<file path="src/rtl/cpu_types_pkg.sv">
// Shared CPU-side types; only the RAM status encoding is needed by the bus arbiter.
package cpu_types_pkg;

    typedef enum logic [1:0] {
        FREE   = 2'd0,
        BUSY   = 2'd1,
        ACCESS = 2'd2,
        ERROR  = 2'd3
    } ramstate_t;

endpackage

</file>
<file path="src/rtl/diaosi_types_pkg.sv">
// Bus arbiter types: FSM state, one-hot grant bit positions and beat-counter sizing.
package diaosi_types_pkg;

    typedef enum logic {
        ARB_IDLE = 1'b0,
        ARB_BUSY = 1'b1
    } arb_state_t;

    localparam int unsigned GNT_D0 = 0;
    localparam int unsigned GNT_D1 = 1;
    localparam int unsigned GNT_I0 = 2;
    localparam int unsigned GNT_I1 = 3;

    // Beat index width; never narrower than one bit so single-beat configs still elaborate.
    function automatic int unsigned beat_w(input int unsigned dbeats, input int unsigned ibeats);
        int unsigned m;
        m = (dbeats > ibeats) ? dbeats : ibeats;
        return (m > 1) ? $clog2(m) : 1;
    endfunction

endpackage

</file>
<file path="src/rtl/bus_arbiter_rr_pick2.sv">
// Combinational two-way round-robin picker: ptr names the requester preferred on a tie.
module rr_pick2 (
    input  logic [1:0] req,
    input  logic       ptr,
    output logic [1:0] pick
);

    always_comb begin
        pick = req;
        if (req == 2'b11) begin
            pick = ptr ? 2'b10 : 2'b01;
        end
    end

endmodule

</file>
<file path="src/rtl/bus_arbiter.sv">
// Round-robin owner selection for the shared RAM port: dcaches over icaches, with icache aging.
module bus_arbiter
    import cpu_types_pkg::*;
    import diaosi_types_pkg::*;
#(
    parameter  int unsigned DBEATS    = 2,
    parameter  int unsigned IBEATS    = 1,
    parameter  int unsigned IWAIT_MAX = 8,
    localparam int unsigned BW        = beat_w(DBEATS, IBEATS)
) (
    input  logic          CLK,
    input  logic          nRST,
    input  logic [1:0]    dreq,
    input  logic [1:0]    ireq,
    input  ramstate_t     ramstate,
    output logic [3:0]    grant,
    output logic          busy,
    output logic [BW-1:0] beat,
    output logic          last_beat
);

    localparam int unsigned AW = $clog2(IWAIT_MAX + 1);

    arb_state_t           state, state_d;
    logic [3:0]           grant_d;
    logic                 busy_d;
    logic [BW-1:0]        beat_d;
    logic                 last_d;
    logic                 dptr, dptr_d;
    logic                 iptr, iptr_d;
    logic [1:0][AW-1:0]   age, age_d;
    logic [1:0]           aged;
    logic [1:0]           pick_d, pick_i, pick_a;
    logic                 held;
    logic                 done;
    logic [BW-1:0]        last_idx;

    rr_pick2 u_pick_data (.req(dreq), .ptr(dptr), .pick(pick_d));
    rr_pick2 u_pick_inst (.req(ireq), .ptr(iptr), .pick(pick_i));
    rr_pick2 u_pick_aged (.req(aged), .ptr(iptr), .pick(pick_a));

    assign aged[0]  = ireq[0] && (age[0] == AW'(IWAIT_MAX));
    assign aged[1]  = ireq[1] && (age[1] == AW'(IWAIT_MAX));
    assign held     = |(grant & {ireq, dreq});
    assign done     = !held || ((ramstate == ACCESS) && last_beat);
    assign last_idx = (grant[GNT_D0] || grant[GNT_D1]) ? BW'(DBEATS - 1) : BW'(IBEATS - 1);

    always_ff @(posedge CLK or negedge nRST) begin
        if (!nRST) begin
            state     <= ARB_IDLE;
            grant     <= '0;
            busy      <= 1'b0;
            beat      <= '0;
            last_beat <= 1'b0;
            dptr      <= 1'b0;
            iptr      <= 1'b0;
            age       <= '0;
        end else begin
            state     <= state_d;
            grant     <= grant_d;
            busy      <= busy_d;
            beat      <= beat_d;
            last_beat <= last_d;
            dptr      <= dptr_d;
            iptr      <= iptr_d;
            age       <= age_d;
        end
    end

    always_comb begin
        state_d = state;
        grant_d = grant;
        busy_d  = busy;
        beat_d  = beat;
        last_d  = last_beat;
        dptr_d  = dptr;
        iptr_d  = iptr;
        unique case (state)
            ARB_IDLE: begin
                if (|{ireq, dreq}) begin
                    if (|aged) begin
                        grant_d = {pick_a, 2'b00};
                    end else if (|dreq) begin
                        grant_d = {2'b00, pick_d};
                    end else begin
                        grant_d = {pick_i, 2'b00};
                    end
                    state_d = ARB_BUSY;
                    busy_d  = 1'b1;
                    beat_d  = '0;
                    last_d  = (|grant_d[1:0]) ? (DBEATS == 1) : (IBEATS == 1);
                end
            end
            ARB_BUSY: begin
                // Completion and abort both release and hand priority to the other core.
                if (done) begin
                    state_d = ARB_IDLE;
                    grant_d = '0;
                    busy_d  = 1'b0;
                    beat_d  = '0;
                    last_d  = 1'b0;
                    if (grant[GNT_D0]) dptr_d = 1'b1;
                    if (grant[GNT_D1]) dptr_d = 1'b0;
                    if (grant[GNT_I0]) iptr_d = 1'b1;
                    if (grant[GNT_I1]) iptr_d = 1'b0;
                end else if (ramstate == ACCESS) begin
                    beat_d = beat + BW'(1);
                    last_d = (beat_d == last_idx);
                end
            end
            default: state_d = ARB_IDLE;
        endcase
    end

    // Per-icache wait age, saturating so an aged request keeps its override until served.
    always_comb begin
        age_d = age;
        for (int k = 0; k < 2; k++) begin
            if (!ireq[k] || grant[GNT_I0 + k] || grant_d[GNT_I0 + k]) begin
                age_d[k] = '0;
            end else if (age[k] != AW'(IWAIT_MAX)) begin
                age_d[k] = age[k] + AW'(1);
            end
        end
    end

endmodule
</file>
<file path="config.mk">
export PLATFORM = sky130hd
export DESIGN_NAME = bus_arbiter
export DESIGN_NICKNAME = d
export VERILOG_FILES = /design/src/rtl/cpu_types_pkg.sv /design/src/rtl/diaosi_types_pkg.sv /design/src/rtl/bus_arbiter_rr_pick2.sv /design/src/rtl/bus_arbiter.sv
export SDC_FILE = /design/constraint.sdc
export NUM_CORES = 1
export LEC_CHECK = 0
export CAP_MARGIN = 20
export CORE_ASPECT_RATIO = 1.2
export CORE_UTILIZATION = 51
export DETAILED_ROUTE_END_ITERATION = 12
export GPL_TIMING_DRIVEN = 1
export PLACE_DENSITY = 0.75
export SLEW_MARGIN = 10
export SYNTH_ARGS = -nofsm -noshare
export SYNTH_HDL_FRONTEND = slang
export SYNTH_HIERARCHICAL = 1
export SYNTH_SLANG_ARGS = --single-unit
</file>
<file path="constraint.sdc">
create_clock -name CLK -period 4.7 [get_ports CLK]
set_input_delay 0.705 -clock CLK [delete_from_list [all_inputs] [get_ports CLK]]
set_output_delay 0.705 -clock CLK [all_outputs]
set_load 0.01 [all_outputs]
</file>
==> key figures <==
Run status
  – Status: complete, no violations

Timing
  – Setup TNS: 0 ns
  – Final Cycle Share: between 40% and 50%
  – Setup WS post-layout: 2.57 ns
  – Min Tclk post-route: between 2 and 2.5 ns
  – Worst slew margin: roughly 47%
  – RSZ-0062 raised after global routing: false
  – Highest Clock Rate: 0.469 GHz
  – Final Slew Violations: 0
  – Clock Skews: between 0.005 and 0.006 ns
  – Worst Tran Pin Value: 0.787 ns
  – Hold Slack: 0.515 ns
  – Final setup vio count: 0
  – Hold Fails Final Rpt: 0

Logic synthesis
  – Post-Syn Area: 0.00109 mm²
  – Post-synth top area cell: dfrtp_1
  – Yosys cell types: 34
  – Post-synthesis register bit count: 18
  – Post-Syn Nets: 121
  – Top cells by area, synth: dfrtp_1, ha_1, nor3_1
  – Syn Inst Count: roughly 110
  – Post-synthesis average cell area: 9.96 µm²
  – Register area share after synthesis: roughly 41%
  – Synth top area share: 41.5%
  – YS warnings: 6

Global routing
  – First-pass GRT wire length: 3620 µm
  – Global route overflow: 0
  – Vias in the first global route: 816
  – GRT Resource Usage Total: 20.8%
  – Largest net degree at the start of global routing: 19
  – Initial antenna violation count: 0

Pwr
  – Int Power: 0.000340 W
  – Pwr Density: ~400 mW/mm²
  – Gate power share: between 30% and 40%
  – Net Sw Frac: 35.4%
  – VDD IR max: 0.000260 V
  – Leak: 0.574 nW
  – Switch Pwr: 0.000187 W
  – Sequential share of power: 45.1%
  – Clock power share: between 10% and 20%

Placement
  – Pre-CTS WS: 2.25 ns
  – Final HPWL DP: about 1600 µm
  – Gp weighted congestion: 0.749
  – DP Cell Count: 142
  – IO Port Bufs: 14

Routing
  – Routed Antenna Nets: 0
  – WL per Instance: 14.1 µm
  – Total Wirelength: 2060 µm
  – DRC viols: 0
  – Drt via density: around 6.0
  – Iteration-0 DRC Markers: 8
  – Drt pass-1 iters: 4
  – Via count: 870

Worst setup path
  – Critical path required time: approximately 4.9 ns
  – CP max FO: 6
  – CP max-delay cell: clkdlybuf4s50_1
  – Critical-path cell list: clkdlybuf4s50_1 -> nand4b_2 -> inv_2 -> a21boi_1 -> o21ai_2 -> a21oi_2 -> nor3_1
  – Setup crit start kind: input pin
  – Crit path kind: input pin to register
  – CP Capture Type: register
  – Slowest stage delay, CP: 0.62 ns
  – Critical Path AT: around 2.3 ns

Floorplan
  – Ports: 15
  – Starting Density: a little under three fifths
  – Die span in y: 52.6 µm
  – Core Rows: 17
  – Die Footprint: 0.00232 mm²
  – Die width: 44.1 µm
  – Total core area: 0.00191 mm²

Clock tree
  – Clock tree buffer depth: 2
  – Inserted Clock Buffers: 3
  – # resized after CTS: 0
  – CTS tree: yes
  – H-tree depth: 1
  – Root Buffer Master: clkbuf_4
  – Clk slew on worst S/H paths: 0.11 ns
  – Clock sink count: 18
  – Post-CTS Setup Inserts: 0
  – Worst-Skew Late Latency: between 0.2 and 0.3 ns
  – Post-CTS Hold Fix Bufs: 0

Layout
  – Fill cells: approximately 150
  – Final Non-Filler Cells: ~150
  – Area delta synth->final: 18.4%
  – Antenna Cells: 0
  – Final nets: 140
  – Share of layout cells above drive strength 1: approximately 14%

Run
  – Max_cap viols: 0

Hold path
  – HP Class: register to register
## worst max-delay path: cells and delay by family
family	cells	cell delay [ns]
AND/OR/NAND/NOR	2	0.29
buffers and inverters	2	0.78
AO/OA/AOI/OAI	3	0.54
## state kept, by name, indices dropped and copies added (netlist names)
register and count:
dptr 1, grant 4, beat 1, age 8, last_beat 1, busy 1, iptr 1, state 1
## layout by cell type, fill, tap and decap left out, types with 3 or more instances in the layout
master           count
a21boi_1             6
a21oi_1              5
clkbuf_4             3
clkdlybuf4s50_1     14
dfrtp_1             18
ha_1                 4
inv_1                9
mux2i_1              4
nand2_1              4
nand2b_1             3
nor2_1               7
nor3_1               9
nor4_2               3
o21ai_2              3
## synthesized netlist by cell type
master and count:
o21ai_0 1, nor2_1 7, o21a_1 1, a21o_1 2, nand4_1 2, a21boi_0 1
nor2b_1 2, inv_2 2, a21bo_1 1, a22oi_1 2, o21ai_1 1, o31ai_1 1
nor4_2 3, mux2i_1 4, a32o_1 1, inv_1 9, a21oi_1 5, nand3_1 2
xor2_1 2, a21oi_2 2, nor3_1 9, a22o_1 2, a2bb2oi_2 1, nand2b_1 3
dfrtp_1 18, nand2_1 4, xnor2_1 2, and3b_1 1, or2_2 1, o21ai_2 3
a21boi_1 6, ha_1 4, a2bb2oi_1 2, nand4b_2 2
## power by group through the flow
stage | logic, W | clock network [W] | registers [W]
3_3_place_gp | 0.000189 | 0 | 0.000240
3_5_place_dp | 0.000193 | 0 | 0.000241
2_1_floorplan | 0.000122 | 0 | 0.000238
4_1_cts | 0.000194 | 0.0000990 | 0.000238
6_report | 0.000192 | 0.0000974 | 0.000238
5_1_grt | 0.000217 | 0.000106 | 0.000245
## per-stage QoR
stage	cell area, µm²	utilization [%]	total power, W
floorplan	1090	-	0.000360
global placement	1250	65.3	0.000429
detailed placement	1250	65.3	0.000434
CTS	1290	67.2	0.000531
global route	1290	67.2	0.000568
finish	1290	67.2	0.000527
## cell families after synthesis
| group | after synthesis | synth area share, % |
|---|---|---|
| AND/OR/NAND/NOR | 36 | 20.5 |
| AO/OA/AOI/OAI | 32 | 22.7 |
| flip-flops | 18 | 41.5 |
| buffers and inverters | 11 | 3.80 |
| XOR/XNOR | 4 | 3.23 |
| multiplexers | 4 | 3.69 |
| adder cells (fa/ha/maj) | 4 | 4.61 |
## final cells by class
type	count	area [µm²]	area share, %
flip-flops and latches	18	450	35.0
inverters	11	41.3	3.21
well taps	19	23.8	1.85
repair buffers	14	140	10.9
multi-input cells	80	594	46.2
clock buffers	4	36.3	2.82
## layer usage
metal | share of wire [%] | global-route usage [%] | wire length (µm) | up-vias
li1 | - | - | - | 432
met2 | 48 | 33.8 | 981 | 18
met5 | 0 | 0 | 0 | -
met1 | 48 | 29.6 | 995 | 417
met3 | 3.7 | 4.48 | 77 | 3
met4 | 0.39 | 1.52 | 8 | 0
## path summary, 6_finish.rpt
check / startpoint / to / slack, ns / cells past startpoint
setup / recovery: ireq[0] / age[2] / 2.57 / 7
hold / removal: busy / busy / 0.52 / 2
setup reg to reg: age[0] / age[2] / 2.89 / 8
hold reg to reg: busy / busy / 0.52 / 2
max in group asynchronous: nRST / state / 3.35 / 1
min in group asynchronous: nRST / beat / 0.86 / 1
Power figures use the tool's default switching activity.
